==> src/rtl/rfa_pkg.sv <==
// Shared types for the reg_file_alu sequencer: instruction layout, ALU op codes
// and controller states.
package rfa_pkg;

    localparam int INSTR_W = 24;

    typedef enum logic [1:0] {
        ALU_OP0 = 2'b00,
        ALU_OP1 = 2'b01,
        ALU_ADD = 2'b10,
        ALU_SUB = 2'b11
    } alu_op_e;

    typedef struct packed {
        alu_op_e     alu_op;
        logic        src_imm;
        logic        wr;
        logic [3:0]  rd;
        logic [3:0]  rs1;
        logic [3:0]  rs2;
        logic [7:0]  imm;
    } instr_t;

    typedef enum logic [1:0] {
        IDLE   = 2'b00,
        EXEC   = 2'b01,
        COMMIT = 2'b10,
        RESP   = 2'b11
    } ctrl_state_e;

endpackage

==> src/rtl/rfa_instr_fifo.sv <==
// Synchronous instruction queue; full/empty distinguished by an extra pointer wrap bit.
module rfa_instr_fifo #(
    parameter int DEPTH = 4,
    parameter int W     = 24
) (
    input  logic         clk,
    input  logic         reset,
    input  logic         push,
    input  logic         pop,
    input  logic [W-1:0] din,
    output logic [W-1:0] dout,
    output logic         full,
    output logic         empty
);

    localparam int PW = $clog2(DEPTH);

    logic [W-1:0] mem [DEPTH];
    logic [PW:0]  wr_ptr;
    logic [PW:0]  rd_ptr;

    assign empty = (wr_ptr == rd_ptr);
    assign full  = (wr_ptr[PW] != rd_ptr[PW]) && (wr_ptr[PW-1:0] == rd_ptr[PW-1:0]);
    assign dout  = mem[rd_ptr[PW-1:0]];

    always_ff @(posedge clk or negedge reset) begin
        if (!reset) begin
            wr_ptr <= '0;
            rd_ptr <= '0;
        end else begin
            if (push && !full)
                wr_ptr <= wr_ptr + 1'b1;
            if (pop && !empty)
                rd_ptr <= rd_ptr + 1'b1;
        end
    end

    // Storage needs no reset: entries are only visible once the write pointer passes them.
    always_ff @(posedge clk) begin
        if (push && !full)
            mem[wr_ptr[PW-1:0]] <= din;
    end

endmodule

==> src/rtl/reg_file_alu_ctrl.sv <==
// Sequencer for reg_file_alu: queues instructions, walks each through EXEC/COMMIT/RESP
// with registered register-file controls, and returns the ALU result on a stream.
module reg_file_alu_ctrl
    import rfa_pkg::*;
#(
    parameter int FIFO_DEPTH = 4,
    parameter int DATA_W     = 8,
    parameter int ADDR_W     = 4
) (
    input  logic              clk,
    input  logic              reset,
    input  logic              instr_valid,
    output logic              instr_ready,
    input  logic [23:0]       instr_data,
    output logic              result_valid,
    input  logic              result_ready,
    output logic [DATA_W-1:0] result_data,
    output logic              busy,
    output logic [15:0]       instr_count,
    output logic [ADDR_W-1:0] rf_ra1,
    output logic [ADDR_W-1:0] rf_ra2,
    output logic [ADDR_W-1:0] rf_wa,
    output logic [DATA_W-1:0] rf_wdata,
    output logic              rf_we,
    output logic              rf_alusrc,
    output logic [1:0]        rf_aluctrl,
    input  logic [DATA_W-1:0] rf_alu_result
);

    // Handshakes: a transfer happens on a rising edge where valid && ready are both high;
    // valid never depends on ready, and a producer holds its data until the transfer.

    ctrl_state_e state_q;
    instr_t      head;
    logic        fifo_full;
    logic        fifo_empty;
    logic        pop;
    logic        wr_q;
    logic [15:0] count_q;

    assign instr_ready = !fifo_full;
    assign pop         = (state_q == IDLE) && !fifo_empty;
    assign busy        = (state_q != IDLE) || !fifo_empty;
    assign instr_count = count_q;

    rfa_instr_fifo #(
        .DEPTH (FIFO_DEPTH),
        .W     (INSTR_W)
    ) u_fifo (
        .clk   (clk),
        .reset (reset),
        .push  (instr_valid),
        .pop   (pop),
        .din   (instr_data),
        .dout  (head),
        .full  (fifo_full),
        .empty (fifo_empty)
    );

    always_ff @(posedge clk or negedge reset) begin
        if (!reset) begin
            state_q      <= IDLE;
            wr_q         <= 1'b0;
            count_q      <= '0;
            result_valid <= 1'b0;
            result_data  <= '0;
            rf_ra1       <= '0;
            rf_ra2       <= '0;
            rf_wa        <= '0;
            rf_wdata     <= '0;
            rf_we        <= 1'b0;
            rf_alusrc    <= 1'b0;
            rf_aluctrl   <= '0;
        end else begin
            case (state_q)
                IDLE: begin
                    if (!fifo_empty) begin
                        state_q    <= EXEC;
                        wr_q       <= head.wr;
                        rf_ra1     <= ADDR_W'(head.rs1);
                        rf_ra2     <= ADDR_W'(head.rs2);
                        rf_wa      <= ADDR_W'(head.rd);
                        rf_wdata   <= DATA_W'(head.imm);
                        rf_alusrc  <= head.src_imm;
                        rf_aluctrl <= head.alu_op;
                    end
                end
                EXEC: begin
                    // Addresses have been stable a full cycle, so the ALU output is settled here.
                    result_data <= rf_alu_result;
                    rf_we       <= wr_q;
                    state_q     <= COMMIT;
                end
                COMMIT: begin
                    rf_we        <= 1'b0;
                    result_valid <= 1'b1;
                    state_q      <= RESP;
                end
                RESP: begin
                    if (result_ready) begin
                        result_valid <= 1'b0;
                        count_q      <= count_q + 16'd1;
                        state_q      <= IDLE;
                        wr_q         <= 1'b0;
                        rf_ra1       <= '0;
                        rf_ra2       <= '0;
                        rf_wa        <= '0;
                        rf_wdata     <= '0;
                        rf_alusrc    <= 1'b0;
                        rf_aluctrl   <= '0;
                    end
                end
                default: state_q <= IDLE;
            endcase
        end
    end

endmodule

==> config.mk <==
export PLATFORM = sky130hd
export DESIGN_NAME = reg_file_alu_ctrl
export DESIGN_NICKNAME = d
export VERILOG_FILES = /design/src/rtl/rfa_pkg.sv /design/src/rtl/rfa_instr_fifo.sv /design/src/rtl/reg_file_alu_ctrl.sv
export SDC_FILE = /design/constraint.sdc
export NUM_CORES = 1
export LEC_CHECK = 0
export ABC_CLOCK_PERIOD_IN_PS = 3800
export BUFFER_PORTS_ARGS = -buffer_cell sky130_fd_sc_hd__clkbuf_2
export CAP_MARGIN = 15
export CORE_ASPECT_RATIO = 0.9
export CORE_UTILIZATION = 56
export CTS_BUF_LIST = sky130_fd_sc_hd__clkbuf_16
export CTS_CLUSTER_SIZE = 30
export DETAILED_ROUTE_END_ITERATION = 8
export GPL_TIMING_DRIVEN = 1
export HOLD_SLACK_MARGIN = 0.12
export PLACE_DENSITY = 0.78
export SYNTH_ARGS = -nofsm -noshare
export SYNTH_HDL_FRONTEND = slang
export SYNTH_HIERARCHICAL = 1
export SYNTH_SLANG_ARGS = --single-unit
==> constraint.sdc <==
create_clock -name clk -period 3.8 [get_ports clk]
set_clock_uncertainty 0.15 [all_clocks]
set_input_delay 0.38 -clock clk [delete_from_list [all_inputs] [get_ports clk]]
set_output_delay 0.38 -clock clk [all_outputs]
set_load 0.01 [all_outputs]
==> impl_metrics.env <==
export IMPL_status="finished clean"
export IMPL_crit_path_top_delay_cell="dfrtp_1"
export IMPL_regArea_um2=4340
export IMPL_rr_endpoint="rf_ra2[2]$_DFFE_PN0P_"
export IMPL_r2r_slack_ns=1.56
export IMPL_syn_area_um2=6170
export IMPL_synth_area_per_cell_um2=16.4
export IMPL_post_cts_repair_setup_buffers=0
export IMPL_rows=35
export IMPL_grt_setup_unrepaired="false"
export IMPL_cpPeakStageDelay_ns=0.55
export IMPL_hold_class="in2reg"
export IMPL_track_usage=0.233
export IMPL_p_sw_mw=2.11
export IMPL_power_share_clock=0.280
export IMPL_critPathKind="reg2out"
export IMPL_gp_congestion=0.775
export IMPL_hold_start="instr_valid"
export IMPL_nFillCells=642
export IMPL_antenna_left=0
export IMPL_insertion_delay_ns=0.42
export IMPL_grt_pass1_vias=3851
export IMPL_synth_xor_area_share=0.0377
export IMPL_wl_per_cell_um=18.9
export IMPL_io_pins=87
export IMPL_crit_chain="xor2_2, nor3_1, nand2_1, clkbuf_2"
export IMPL_required_ns=3.27
export IMPL_fin_crit_ns=2.36
export IMPL_final_util=0.738
export IMPL_finalWirelength_um=12300
export IMPL_ys_ff_latch=154
export IMPL_die_h_um=102
export IMPL_critical_path_max_fanout=6
export IMPL_cts_resized=0
export IMPL_yosysSeqAreaShare=0.702
export IMPL_drive_above_1_share=0.337
export IMPL_avgViaCountPerCell=5.61
export IMPL_cts_tree="done"
export IMPL_grt_max_degree=49
export IMPL_relSlewSlack=0.313
export IMPL_synth_nets=424
export IMPL_final_hold_viol_count=0
export IMPL_worst_pin_slew_ns=1.03
export IMPL_period_share=0.620
export IMPL_cts_path_max_buffers=2
export IMPL_synth_simple_gate_area_share=0.0653
export IMPL_cts_root_buf="clkbuf_16"
export IMPL_swShare=0.331
export IMPL_slew_viol_final=0
export IMPL_drt_iter0_drc=215
export IMPL_fmax_mhz=425
export IMPL_worstSetupEndpoint="busy"
export IMPL_internal_power_mw=4.26
export IMPL_yosysWarnings=6
export IMPL_critPathCaptureType="output port"
export IMPL_drcViolationCount=0
export IMPL_cp_startpoint="u_fifo/wr_ptr[0]$_DFFE_PN0P_"
export IMPL_synthCells=377
export IMPL_multi_input_area_um2=1720
export IMPL_num_vias=3653
export IMPL_max_cap_violations=0
export IMPL_clock_sinks=154
export IMPL_peakVddDrop_uv=716
export IMPL_synth_edf_count=96
export IMPL_area_growth_synth_to_final_pct=25.2
export IMPL_synthAdderAreaFrac=0.0223
export IMPL_port_buffers=86
export IMPL_initial_core_util=0.590
export IMPL_numCtsBuffers=17
export IMPL_seqPwrFrac=0.398
export IMPL_clk_pin_slew_worst_paths_ns=0.06
export IMPL_synth_compound_area_frac=0.0448
export IMPL_r2r_start="state_q[1]$_DFFE_PN0P_"
export IMPL_firstDrtPassIters=4
export IMPL_async_reset_ff_frac=0.377
export IMPL_fin_nets=556
export IMPL_muxShareOfSynthArea=0.106
export IMPL_yosysUniqueCellTypes=39
export IMPL_synth_top_family_by_area="multiplexers"
export IMPL_yosys_most_used_dff="edfxtp_1"
export IMPL_cts_max_level=4
export IMPL_globalRouteOverflowTotal=0
export IMPL_dieWidth_um=113
export IMPL_critPathLaunchType="register"
export IMPL_total_power_mw=6.37
export IMPL_antennaDiodeCount=0
export IMPL_die_area_um2=11400
export IMPL_hold_buffers=34
export IMPL_core_area_um2=10500
export IMPL_reg2reg_depth=5
export IMPL_p_leak_nw=3.15
export IMPL_hpwlAfterDp_um=6890
export IMPL_antenna_found_initial=0
export IMPL_fin_setup_tns_ns=0
export IMPL_setup_viol=0
export IMPL_worstPathArrival_ns=1.83
export IMPL_holdWs_ns=0.157
export IMPL_power_density_nw_per_um2=824
export IMPL_power_frac_comb=0.323
export IMPL_grt_first_pass_wirelength_um=19400
-- worst min path at each step --
stage	to	slack [ns]	cells past startpoint
final	u_fifo/wr_ptr[0]$_DFFE_PN0P_	0.16	3
after floorplan	instr_count[0]$_DFFE_PN0P_	-0.07	0
after global routing	u_fifo/wr_ptr[0]$_DFFE_PN0P_	0.18	3
after detailed placement	result_data[7]$_DFFE_PN0N_	0.25	1
after global placement	result_data[0]$_DFFE_PN0N_	0.23	1
after CTS	u_fifo/wr_ptr[0]$_DFFE_PN0P_	0.15	3
-- metal layers --
metal | GRT usage | share of wire | routed length [um]
met5 | 0 | 0 | 0
met4 | 0.0933 | 0.011 | 137
met3 | 0.0521 | 0.061 | 745
met2 | 0.420 | 0.54 | 6590
met1 | 0.275 | 0.39 | 4840
-- stage by stage --
step           cells  area (um2)  worst slack, ns
5_1_grt          651        7720             1.29
3_3_place_gp     584        6730             1.45
3_5_place_dp     584        6730             1.29
4_1_cts          650        7700             1.26
6_report         651        7720             1.44
2_1_floorplan    377        6170             1.66
-- synth_stat cells (5+ instances only) --
master     n  area, um2
a21oi_1    5       25.0
dfrtp_1   58       1450
edfxtp_1  96       2880
ha_1      11        138
inv_1     10       37.5
mux2_2    10        113
mux4_2    24        541
nand2_1   57        214
nand3_1    5       25.0
o21ai_0   21        105
o21ai_1    5       25.0
xnor2_1   15        131
xor2_1     6       52.6
-- power by group through the flow --
stage / logic, mW / clock network, mW / registers, mW
final: 2.05 / 1.78 / 2.53
after global routing: 2.27 / 1.87 / 2.57
after CTS: 2.02 / 1.80 / 2.53
after detailed placement: 1.97 / 0 / 2.55
after global placement: 1.88 / 0 / 2.52
after floorplan: 1.37 / 0 / 2.57
-- registers in the layout, summed over array words and instances, names as in the netlist, 3 cells and up --
signal / count
instr_count: 16
u_fifo/wr_ptr: 3
rf_wdata: 8
result_data: 8
rf_wa: 4
u_fifo/rd_ptr: 3
rf_ra1: 4
u_fifo/mem: 96
rf_ra2: 4
-- cell usage in the layout (no fill, tap or decap), drive strengths merged, types with 4 or more instances in the layout --
cell type,n
dfrtp,58
o21ai,26
nor2,6
a21oi,5
inv,17
ha,11
o31ai,5
edfxtp,96
buf,8
xnor2,16
bufinv,4
dlygate4sd3,34
nand4,5
mux4,24
xor2,8
nand3,6
mux2,10
clkbuf,102
nand2,57
-- cell families (layout without fill, tap and decap cells) --
kind of cell / Yosys count / count (layout)
fa+ha+maj: 11 / 11
flops: 154 / 154
compound gates: 42 / 42
xor+xnor: 24 / 24
mux: 34 / 34
buf+inv: 25 / 170
simple gates: 87 / 87
-- critical path, delay by kind of cell (launching register included) --
| kind | cells | cell delay, ns |
|---|---|---|
| buffers and inverters | 1 | 0.18 |
| AND/OR/NAND/NOR | 2 | 0.29 |
| XOR/XNOR | 1 | 0.39 |
| flip-flops | 1 | 0.55 |
-- layout make-up --
class | count | area share
Sequential cell | 154 | 0.561
Tap cell | 129 | 0.0209
Inverter | 11 | 0.00534
Multi-Input combinational cell | 198 | 0.223
Timing Repair Buffer | 127 | 0.109
Clock inverter | 15 | 0.0256
Clock buffer | 17 | 0.0551
Note: power is estimated with default switching activity, not from simulation.
